==> src/rtl/cpu7_mem_arb.sv <==
// cpu7_mem_arb: single-outstanding arbiter of the fetch and data request ports
// onto one shared SRAM-style memory port. Data wins by default; a starvation
// counter forces a fetch grant after STARVE_LIMIT data grants with a fetch waiting.
module cpu7_mem_arb #(
  parameter int STARVE_LIMIT = 4,
  parameter int AW           = 32,
  parameter int DW           = 32
) (
  input  logic          clk,
  input  logic          reset,
  input  logic          inst_req,
  input  logic [AW-1:0] inst_addr,
  input  logic          inst_cancel,
  output logic          inst_addr_ok,
  output logic [DW-1:0] inst_rdata,
  output logic          inst_valid,
  input  logic          data_req,
  input  logic          data_wr,
  input  logic [3:0]    data_wstrb,
  input  logic [AW-1:0] data_addr,
  input  logic [DW-1:0] data_wdata,
  input  logic          data_cancel,
  output logic          data_addr_ok,
  output logic [DW-1:0] data_rdata,
  output logic          data_data_ok,
  output logic          mem_req,
  output logic          mem_wr,
  output logic [3:0]    mem_wstrb,
  output logic [AW-1:0] mem_addr,
  output logic [DW-1:0] mem_wdata,
  input  logic          mem_addr_ok,
  input  logic [DW-1:0] mem_rdata,
  input  logic          mem_data_ok,
  output logic          arb_busy
);

  typedef enum logic [1:0] {S_IDLE, S_REQ, S_WAIT} state_e;
  typedef enum logic [1:0] {OWN_NONE, OWN_I, OWN_D} owner_e;

  localparam logic [7:0] LIMIT = 8'(STARVE_LIMIT);

  state_e          state_q, state_d;
  owner_e          owner_q, owner_d;
  logic [7:0]      starve_q, starve_d;
  logic            cancel_q, cancel_d;
  logic            mem_req_q, mem_req_d;
  logic            mem_wr_q, mem_wr_d;
  logic [3:0]      mem_wstrb_q, mem_wstrb_d;
  logic [AW-1:0]   mem_addr_q, mem_addr_d;
  logic [DW-1:0]   mem_wdata_q, mem_wdata_d;

  logic            data_win;
  logic            inst_win;
  logic            owner_cancel;
  logic            resp;

  // Grant decision and response qualification
  always_comb begin
    data_win     = (state_q == S_IDLE) && data_req && !(inst_req && (starve_q == LIMIT));
    inst_win     = (state_q == S_IDLE) && inst_req && !data_win;
    owner_cancel = ((owner_q == OWN_I) && inst_cancel) || ((owner_q == OWN_D) && data_cancel);
    resp         = (state_q == S_WAIT) && mem_data_ok;
  end

  // State and datapath registers
  always_ff @(posedge clk or posedge reset) begin
    if (reset) begin
      state_q     <= S_IDLE;
      owner_q     <= OWN_NONE;
      starve_q    <= '0;
      cancel_q    <= 1'b0;
      mem_req_q   <= 1'b0;
      mem_wr_q    <= 1'b0;
      mem_wstrb_q <= '0;
      mem_addr_q  <= '0;
      mem_wdata_q <= '0;
    end else begin
      state_q     <= state_d;
      owner_q     <= owner_d;
      starve_q    <= starve_d;
      cancel_q    <= cancel_d;
      mem_req_q   <= mem_req_d;
      mem_wr_q    <= mem_wr_d;
      mem_wstrb_q <= mem_wstrb_d;
      mem_addr_q  <= mem_addr_d;
      mem_wdata_q <= mem_wdata_d;
    end
  end

  // Next-state logic
  always_comb begin
    state_d = state_q;
    case (state_q)
      S_IDLE:  if (data_win || inst_win) state_d = S_REQ;
      S_REQ:   if (mem_addr_ok)          state_d = S_WAIT;
      S_WAIT:  if (mem_data_ok)          state_d = S_IDLE;
      default:                           state_d = S_IDLE;
    endcase
  end

  // Grant latching, starvation count and cancel tracking
  always_comb begin
    owner_d     = owner_q;
    starve_d    = starve_q;
    cancel_d    = cancel_q;
    mem_req_d   = mem_req_q;
    mem_wr_d    = mem_wr_q;
    mem_wstrb_d = mem_wstrb_q;
    mem_addr_d  = mem_addr_q;
    mem_wdata_d = mem_wdata_q;
    if (data_win) begin
      owner_d     = OWN_D;
      mem_req_d   = 1'b1;
      mem_wr_d    = data_wr;
      mem_wstrb_d = data_wr ? data_wstrb : 4'b0000;
      mem_addr_d  = data_addr;
      mem_wdata_d = data_wdata;
      cancel_d    = data_cancel;
      if (inst_req && (starve_q != 8'hFF)) starve_d = starve_q + 8'd1;
    end else if (inst_win) begin
      owner_d     = OWN_I;
      mem_req_d   = 1'b1;
      mem_wr_d    = 1'b0;
      mem_wstrb_d = 4'b0000;
      mem_addr_d  = inst_addr;
      mem_wdata_d = '0;
      cancel_d    = inst_cancel;
      starve_d    = '0;
    end
    if ((state_q == S_REQ) && mem_addr_ok) mem_req_d = 1'b0;
    if ((state_q != S_IDLE) && owner_cancel) cancel_d = 1'b1;
    if (resp) begin
      cancel_d = 1'b0;
      owner_d  = OWN_NONE;
    end
  end

  // Outputs; a cancel arriving with the response also suppresses it
  always_comb begin
    inst_addr_ok = inst_win;
    data_addr_ok = data_win;
    arb_busy     = (state_q != S_IDLE);
    inst_valid   = resp && (owner_q == OWN_I) && !(cancel_q || owner_cancel);
    data_data_ok = resp && (owner_q == OWN_D) && !(cancel_q || owner_cancel);
    inst_rdata   = mem_rdata;
    data_rdata   = mem_rdata;
    mem_req      = mem_req_q;
    mem_wr       = mem_wr_q;
    mem_wstrb    = mem_wstrb_q;
    mem_addr     = mem_addr_q;
    mem_wdata    = mem_wdata_q;
  end

endmodule
==> config.mk <==
export PLATFORM = sky130hd
export DESIGN_NAME = cpu7_mem_arb
export DESIGN_NICKNAME = d
export VERILOG_FILES = /design/src/rtl/cpu7_mem_arb.sv
export SDC_FILE = /design/constraint.sdc
export NUM_CORES = 1
export LEC_CHECK = 0
export ABC_AREA = 1
export ABC_CLOCK_PERIOD_IN_PS = 5800
export CAP_MARGIN = 20
export CORE_MARGIN = 8
export CORE_UTILIZATION = 30
export CTS_BUF_LIST = sky130_fd_sc_hd__clkbuf_4
export CTS_CLUSTER_SIZE = 20
export DETAILED_ROUTE_END_ITERATION = 16
export PLACE_DENSITY_LB_ADDON = 0.08
export SYNTH_ARGS = -nofsm -noshare
export SYNTH_HDL_FRONTEND = slang
export SYNTH_SLANG_ARGS = --single-unit
==> constraint.sdc <==
create_clock -name clk -period 5.8 [get_ports clk]
set_clock_uncertainty 0.15 [all_clocks]
set_input_delay 1.45 -clock clk [delete_from_list [all_inputs] [get_ports clk]]
set_output_delay 1.45 -clock clk [all_outputs]
set_load 0.05 [all_outputs]
==> impl_metrics.toml, run 1 <==
[worst_setup_path]
path_buf_inv = 4
critPathMaxFanout = 4
reg2reg_to = "starve_q[5]"
path_cells = "clkdlybuf4s50_1 > inv_1 > nor3_1 > inv_1 > nor3_1 > clkdlybuf4s50_1"
crit_type = "input pin to primary output"
cpLargestDelayFamily = "buffers and inverters"
crit_path_end_kind = "primary output"
timing.reg2reg.worst_path_depth = 12
reg2reg_slack_ns = 3.53
cp-start-kind = "input pin"
cpMaxStageDelayCell = "clkdlybuf4s50_1"
rr_startpoint = "starve_q[0]"
slowest_delay_ns = 0.85
critical_path_arrival_ns = 3.52
worst_ep_required_time_ns = 4.20

[worst_hold_path]
worstHoldStart = "state_q[1]"
min_to = "state_q[0]"
min_path_type = "flop to flop"
whs_path_depth = 1

[yosys]
avgSynthCellArea_sq_um = 8.73
synth-edff-count = 0
ys_ff_latch = 83
synth_commonest_cells = "110 x nand2_1, 83 x dfrtp_1, 64 x buf_4, 54 x o21ai_1, 51 x inv_1"
synthArstFlopShare = 1.00
synth_cell_types = 25
yosysTopAreaCellShare = 0.483
syn_nets = 636
ys_warn_count = 0
synthCells = 493
yosysMostFrequentCell = "nand2_1"
ys_seq_area_frac = 0.483
synth_top_cell_by_area = "dfrtp_1"
synth_area_sq_um = 4300
synthFlopType = "dfrtp_1"
synth_top_cells_by_area = "dfrtp_1 48%, buf_4 11%, nand2_1 9.6%"

[pwr]
seqPwrFrac = 0.284
p_leak_nw = 2.76
clockPowerShare = 0.097
power.internal_w = 0.00168
comb_power_share = 0.619
powerDensity_nw_per_um2 = 579
switchingPower_w = 0.00175
p_sw_frac = 0.511
peakVddDrop_v = 0.000217

[floorplan]
coreArea_sq_um = 13900
die_y_microns = 136
io_pins = 280
start_util = 0.309
die_w_microns = 136
floorplan.die_area_sq_um = 18400
rows = 43

[placement]
gp_congestion = 0.735
dp_hpwl_microns = 8910
place_ws_ns = 0.658
numPlacedInstances = 774
io_buffers = 183

[clock_tree]
clockRootBuffer = "clkbuf_4"
cts_sinks = 83
cts_buffer_depth = 2
numCtsBuffers = 9
holdBufCountCts = 0
cts_setup_buffers = 0
cts_tree = "yes"
cts-resized-gates = 0
path_clk_slew_ns = 0.14
cts-htree-levels = 3
clkLatencyLatePin_ns = 0.44

[route]
dr.pass1.iters = 4
via_count = 3505
wl_microns = 11900
vias_per_cell = 4.43
drcViolationCount = 0
antenna_left = 0
wl_per_cell_microns = 15.0
first_iter_violations = 161

[global_route]
grt_pass1_wl_microns = 18900
grt_max_degree = 69
antenna_found_initial = 1
grt-ovfl-total = 0
grt_pass1_vias = 3678
grt_usage = 0.129

[timing]
layout_min_cycle_time_ns = 5.12
finalHoldViolCount = 0
finalCritPeriodShare = 0.883
setup_violations = 0
slew_headroom = 0.378
setup_ws_ns = 0.677
fin_tns_setup_ns = 0
fmax_ghz = 0.195
rsz0062_at_grt = "no"
worst-slew-pin-transition_ns = 0.931
report.final.slew_viol_count = 0

[cells_and_area]
fin_nets = 749
drive_above_1_share = 0.0656
syn2layout_area_growth_pct = 37.4
stdcell_count = 791

[run]
drv_cap = 0

[run_status]
status = "complete, no violations"
==> kinds of logic (layout without fill, tap and decap cells) <==
logic type,count (synthesis),after routing,synth area share
compound gates,106,106,0.156
flops,83,83,0.483
fa+ha+maj,2,2,0.00581
buf+inv,144,261,0.202
simple gates,158,158,0.154
other cells,0,1,0
==> placed cells by master, fill, tap and decap left out <==
master / synthesis / final
o31ai_1: 3 / 3
inv_2: 6 / 6
buf_4: 64 / 6
nand2_1: 110 / 110
bufinv_16: 0 / 1
o21ai_0: 13 / 13
clkinvlp_4: 0 / 2
nor3_1: 6 / 6
o21a_1: 2 / 2
ha_1: 2 / 2
nand4_1: 2 / 2
nand2_2: 3 / 3
and3_1: 1 / 1
clkdlybuf4s50_1: 0 / 181
dfrtp_1: 83 / 83
nor2_1: 12 / 12
o21ai_4: 0 / 1
clkinv_2: 0 / 3
inv_1: 51 / 50
buf_12: 0 / 2
a22o_1: 33 / 33
or2_2: 1 / 1
diode_2: 0 / 1
o21ai_1: 54 / 54
nand2_4: 2 / 2
clkbuf_4: 0 / 10
nor2_2: 3 / 3
nand3_1: 18 / 18
==> metal layers <==
metal,up-vias,part of all wire,wire (microns),GRT usage
met4,0,0.017,197,0.0549
li1,1754,-,-,-
met1,1577,0.45,5350,0.160
met2,156,0.41,4920,0.187
met5,-,0,0,0
met3,18,0.12,1400,0.0631
==> power by group through the flow <==
stage	combinational, W	sequential (W)	clock [W]
after global placement	0.00214	0.000974	0
after detailed placement	0.00214	0.000979	0
after floorplan	0.000777	0.00176	0
after CTS	0.00215	0.000973	0.000358
after global routing	0.00227	0.00101	0.000375
final	0.00212	0.000973	0.000333
==> worst max-delay path by stage <==
stage                           start         end  slack, ns  depth (start not counted)
after floorplan           mem_data_ok  inst_valid       1.26                          4
after global placement    mem_data_ok  inst_valid       0.70                          6
after detailed placement  mem_data_ok  inst_valid       0.66                          6
after CTS                 mem_data_ok  inst_valid       0.66                          6
after global routing      mem_data_ok  inst_valid       0.44                          6
final                     mem_data_ok  inst_valid       0.68                          6
==> per-stage QoR <==
step	instance area, sq um	total power [W]	util	hold WS [ns]
detailed placement	5760	0.00312	0.413	0.315
finish	5910	0.00342	0.424	0.343
global route	5910	0.00365	0.424	0.374
floorplan	4300	0.00254	-	0.300
global placement	5760	0.00311	0.413	0.308
CTS	5890	0.00348	0.423	0.339
==> worst reg2reg max path, cell delays in order (launching register included) <==
cell and delay, ns:
dfrtp_1 0.43, inv_1 0.07, ha_1 0.19, nand2_1 0.06, nor2_1 0.05, nand2_2 0.09, nand2_4 0.10, inv_2 0.11
buf_4 0.37, nand2_2 0.23, nand2_1 0.22, nand2_1 0.08, nand2_1 0.06
==> area by class of cell <==
cell class                      instances  area [sq um]
Fill cell                            1372          8020
Sequential cell                        83          2080
Timing Repair Buffer                  189          1900
Multi-Input combinational cell        266          1370
Tap cell                              180           225
Inverter                               57           215
Clock buffer                           10          75.1
Clock inverter                          5          55.1
Antenna cell                            1          2.50
==> registers in the layout (all words and copies together) (netlist names) <==
name / count
owner_q: 2
state_q: 2
mem_req: 1
mem_wstrb: 4
mem_wr: 1
starve_q: 8
mem_addr: 32
cancel_q: 1
mem_wdata: 32
Power figures use the tool's default switching activity.
==> inputs of run 2 (changes only) <==
--- a/config.mk
+++ b/config.mk
@@ -9,11 +9,12 @@
 export ABC_CLOCK_PERIOD_IN_PS = 5800
 export CAP_MARGIN = 20
 export CORE_MARGIN = 8
-export CORE_UTILIZATION = 30
+export CORE_UTILIZATION = 40
 export CTS_BUF_LIST = sky130_fd_sc_hd__clkbuf_4
 export CTS_CLUSTER_SIZE = 20
 export DETAILED_ROUTE_END_ITERATION = 16
 export PLACE_DENSITY_LB_ADDON = 0.08
+export SKIP_CTS_REPAIR_TIMING = 1
 export SYNTH_ARGS = -nofsm -noshare
 export SYNTH_HDL_FRONTEND = slang
 export SYNTH_SLANG_ARGS = --single-unit
==> run 2 against run 1 <==
  * Worst hold slack worse by 0.010 ns
  * Highest routed layer unchanged
  * Die area is 22% lower
  * Global-route usage is 3.4 points higher
  * Largest power group unchanged
  * Clock power is 1% higher
  * Count of clock-buffer cells in the layout stayed put
  * Critical endpoint unchanged
==> impl_metrics.toml, run 2 (synthesized netlist as in run 1, its figures left out) <==
[floorplan]
die_w_microns = 120
start_util = 0.404
rows = 38
floorplan.die_area_sq_um = 14300
die_y_microns = 120
coreArea_sq_um = 10700
io_pins = 280

[placement]
dp_hpwl_microns = 8600
gp_congestion = 0.788
io_buffers = 183
place_area_sq_um = 5710

[clock_tree]
cts_tree = "yes"
clockRootBuffer = "clkbuf_4"
cts_sinks = 83
path_clk_slew_ns = 0.12
numCtsBuffers = 9
cts_buffer_depth = 2
cts-htree-levels = 3
clkLatencyLatePin_ns = 0.42

[pwr]
seqPwrFrac = 0.282
peakVddDrop_v = 0.000262
switchingPower_w = 0.00174
p_leak_nw = 2.75
power.internal_w = 0.00168
clockPowerShare = 0.099
p_sw_frac = 0.509
p_total_w = 0.00342
powerDensity_nw_per_um2 = 584
comb_power_share = 0.619

[timing]
finalCritPeriodShare = 0.880
fmax_ghz = 0.196
worst-slew-pin-transition_ns = 0.960
finalHoldViolCount = 0
report.final.slew_viol_count = 0
fin_tns_setup_ns = 0
slew_headroom = 0.359
rsz0062_at_grt = "no"
layout_min_cycle_time_ns = 5.10
holdWs_ns = 0.333
setup_violations = 0

[worst_setup_path]
cpLargestDelayFamily = "buffers and inverters"
rr_startpoint = "starve_q[1]"
slowest_delay_ns = 0.86
critPathMaxFanout = 4
critical_path_arrival_ns = 3.50
cp-startpoint = "mem_data_ok"
cp_num_cells = 6
worst_ep_required_time_ns = 4.20
path_cells = "clkdlybuf4s50_1 > inv_1 > nor3_1 > inv_1 > nor3_1 > clkdlybuf4s50_1"
crit_type = "input pin to primary output"
crit_path_end_kind = "primary output"
cpMaxStageDelayCell = "clkdlybuf4s50_1"
cp-start-kind = "input pin"
path_buf_inv = 4
timing.reg2reg.worst_path_depth = 12

[cells_and_area]
fin_nets = 748
drive_above_1_share = 0.0639
final_cell_area_sq_um = 5850
mostFrequentLayoutCells = "181 x clkdlybuf4s50_1, 110 x nand2_1, 83 x dfrtp_1, 54 x o21ai_1, 50 x inv_1"
syn2layout_area_growth_pct = 35.9
n_antenna_cell = 0
final_util = 0.549
layout_commonest_cell = "clkdlybuf4s50_1"

[route]
first_iter_violations = 97
drcViolationCount = 0
via_count = 3493
dr.pass1.iters = 4
vias_per_cell = 4.66
antenna_left = 0
wl_microns = 11500
wl_per_cell_microns = 15.3

[global_route]
grt_pass1_vias = 3691
grt-ovfl-total = 0
grt_pass1_wl_microns = 19000
grt_usage = 0.164
antenna_found_initial = 0
grt_max_degree = 49

[run]
drv_cap = 0

[run_status]
status = "complete, no violations"

[worst_hold_path]
whs_path_depth = 1
worstHoldStart = "state_q[1]"
min_path_type = "flop to flop"
[run 2: path summary, 6_finish.rpt]
path,endpoint,slack (ns)
worst max-delay path,inst_valid,0.70
worst min-delay path,state_q[0],0.33
worst max register to register,starve_q[3],3.43
worst min register to register,state_q[0],0.33
max in group asynchronous,mem_wdata[12],3.20
min in group asynchronous,mem_wdata[30],1.31
[run 2: area by class of cell]
| cell class | count | area (sq um) |
|---|---|---|
| multi-input cells | 266 | 1370 |
| fillers | 1015 | 4800 |
| clock inverters | 6 | 65.1 |
| flip-flops and latches | 83 | 2080 |
| well taps | 140 | 175 |
| inverters | 57 | 215 |
| clock buffers | 10 | 75.1 |
| repair buffers | 188 | 1880 |
[run 2: power groups by stage]
stage / clock network [W] / registers, W / logic, W
after floorplan: 0 / 0.00176 / 0.000777
after global placement: 0 / 0.000971 / 0.00213
after detailed placement: 0 / 0.000975 / 0.00214
after CTS: 0.000353 / 0.000966 / 0.00215
after global routing: 0.000380 / 0.000999 / 0.00227
final: 0.000337 / 0.000964 / 0.00211
[run 2: metal layers]
metal | vias up | routed length (microns) | GRT usage
met5 | - | 0 | 0
met4 | 0 | 91 | 0.0429
met3 | 10 | 1480 | 0.0925
met2 | 156 | 4920 | 0.252
met1 | 1575 | 5000 | 0.193
li1 | 1752 | - | -
[run 2: through the flow]
stage                     std cells  worst slack, ns
after global placement          734            0.741
final                           750            0.699
after CTS                       750            0.716
after floorplan                 493             1.26
after detailed placement        734            0.721
after global routing            750            0.442
==> inputs of run 3 (changes only) <==
--- a/config.mk
+++ b/config.mk
@@ -9,7 +9,7 @@
 export ABC_CLOCK_PERIOD_IN_PS = 5800
 export CAP_MARGIN = 20
 export CORE_MARGIN = 8
-export CORE_UTILIZATION = 40
+export CORE_UTILIZATION = 35
 export CTS_BUF_LIST = sky130_fd_sc_hd__clkbuf_4
 export CTS_CLUSTER_SIZE = 20
 export DETAILED_ROUTE_END_ITERATION = 16
==> run 3 against run 2 <==
  * Fmax increased by 0.24%
  * Sequential share of layout area fell by 0.11 points
  * Register-to-register slack gained 0.14 ns
  * Count of clock-buffer cells in the layout fell by 1
  * Clock power rose by 9.2%
  * Cell count increased by 0.80%
  * Sequential power about the same
  * Worst setup slack better by 0.012 ns
  * Critical endpoint unchanged
  * Highest routed layer unchanged
==> impl_metrics.toml, run 3 (synthesized netlist as in run 1, its figures left out) <==
[cells_and_area]
fin_nets = 748
final_util = 0.489
drive_above_1_share = 0.0624
n_antenna_cell = 0
mostFrequentLayoutCells = "181 x clkdlybuf4s50_1, 110 x nand2_1, 83 x dfrtp_1, 54 x o21ai_1, 50 x inv_1"
layout_commonest_cell = "clkdlybuf4s50_1"
syn2layout_area_growth_pct = 36.3

[run]
drv_cap = 0

[floorplan]
die_w_microns = 127
die_y_microns = 127
coreArea_sq_um = 12000
io_pins = 280
start_util = 0.358
floorplan.die_area_sq_um = 16100
rows = 40

[worst_setup_path]
critical_path_arrival_ns = 3.49
crit_type = "input pin to primary output"
crit_path_end_kind = "primary output"
critPathMaxFanout = 4
cp-start-kind = "input pin"
worst_ep_required_time_ns = 4.20

[route]
dr.pass1.iters = 4
via_count = 3522
wl_per_cell_microns = 15.2
antenna_left = 0
drcViolationCount = 0
first_iter_violations = 186
vias_per_cell = 4.66
wl_microns = 11500

[global_route]
grt_pass1_vias = 3718
grt-ovfl-total = 0
antenna_found_initial = 0
grt_pass1_wl_microns = 18800
grt_usage = 0.144
grt_max_degree = 71

[pwr]
p_total_w = 0.00345
p_leak_nw = 2.76
switchingPower_w = 0.00174
powerDensity_nw_per_um2 = 588
power.internal_w = 0.00171
p_sw_frac = 0.504
clockPowerShare = 0.107
peakVddDrop_v = 0.000277
seqPwrFrac = 0.280
comb_power_share = 0.614

[clock_tree]
numCtsBuffers = 9
path_clk_slew_ns = 0.13
clockRootBuffer = "clkbuf_4"
cts_buffer_depth = 2
cts_sinks = 83
cts-htree-levels = 3
cts_tree = "yes"
clkLatencyLatePin_ns = 0.42

[timing]
layout_min_cycle_time_ns = 5.09
slew_headroom = 0.363
report.final.slew_viol_count = 0
rsz0062_at_grt = "no"
finalCritPeriodShare = 0.877
finalHoldViolCount = 0
fin_tns_setup_ns = 0
worst-slew-pin-transition_ns = 0.954
setup_violations = 0
fmax_ghz = 0.196

[worst_hold_path]
min_path_type = "flop to flop"

[placement]
io_buffers = 183
gp_congestion = 0.825
dp_hpwl_microns = 8520

[run_status]
status = "complete, no violations"
run 3: changes by cell type in the layout (fill, tap and decap cells not counted):
cell,previous run,this run
inv_6,1,0
clkinvlp_4,3,1
clkbuf_4,10,9
clkinv_2,1,3
bufinv_16,1,2
run 3: path summary, 6_finish.rpt:
path / from / end / slack (ns) / depth (start not counted)
worst max register to register: starve_q[0] / mem_addr[3] / 3.57 / 10
worst max-delay path: mem_data_ok / inst_valid / 0.71 / 6
worst min-delay path: state_q[1] / state_q[0] / 0.33 / 1
max in group asynchronous: reset / mem_req / 3.22 / 3
worst min register to register: state_q[1] / state_q[0] / 0.33 / 1
min in group asynchronous: reset / mem_wdata[30] / 1.27 / 2
run 3: power groups by stage:
| stage | Combinational, W | Clock, W | Sequential [W] |
|---|---|---|---|
| after floorplan | 0.000777 | 0 | 0.00176 |
| after global placement | 0.00214 | 0 | 0.000970 |
| after detailed placement | 0.00214 | 0 | 0.000975 |
| after CTS | 0.00215 | 0.000387 | 0.000966 |
| after global routing | 0.00227 | 0.000406 | 0.00100 |
| final | 0.00212 | 0.000368 | 0.000965 |
run 3: cell type report:
class	instances	area (sq um)
flip-flops and latches	83	2080
fillers	1195	6140
clock buffers	9	67.6
well taps	147	184
multi-input cells	266	1370
inverters	57	215
clock inverters	6	81.3
repair buffers	188	1880
run 3: worst max-delay path, stage by stage:
cell and delay (ns):
clkdlybuf4s50_1 0.48, inv_1 0.04, nor3_1 0.33, inv_1 0.11, nor3_1 0.20, clkdlybuf4s50_1 0.87
run 3: metal layers:
layer  track usage  vias to the layer above  part of all wire
met4        0.0721                        0             0.024
met5             0                        -                 0
met2         0.212                      157              0.41
li1              -                     1754                 -
met3        0.0712                       20              0.12
met1         0.171                     1591              0.45
run 3: stage by stage:
stage	setup slack, ns	instances	area [sq um]	hold slack, ns
2_1_floorplan	1.26	493	4300	0.300
3_3_place_gp	0.718	741	5720	0.307
3_5_place_dp	0.699	741	5720	0.316
4_1_cts	0.696	756	5870	0.332
5_1_grt	0.532	756	5870	0.362
6_report	0.711	756	5870	0.332
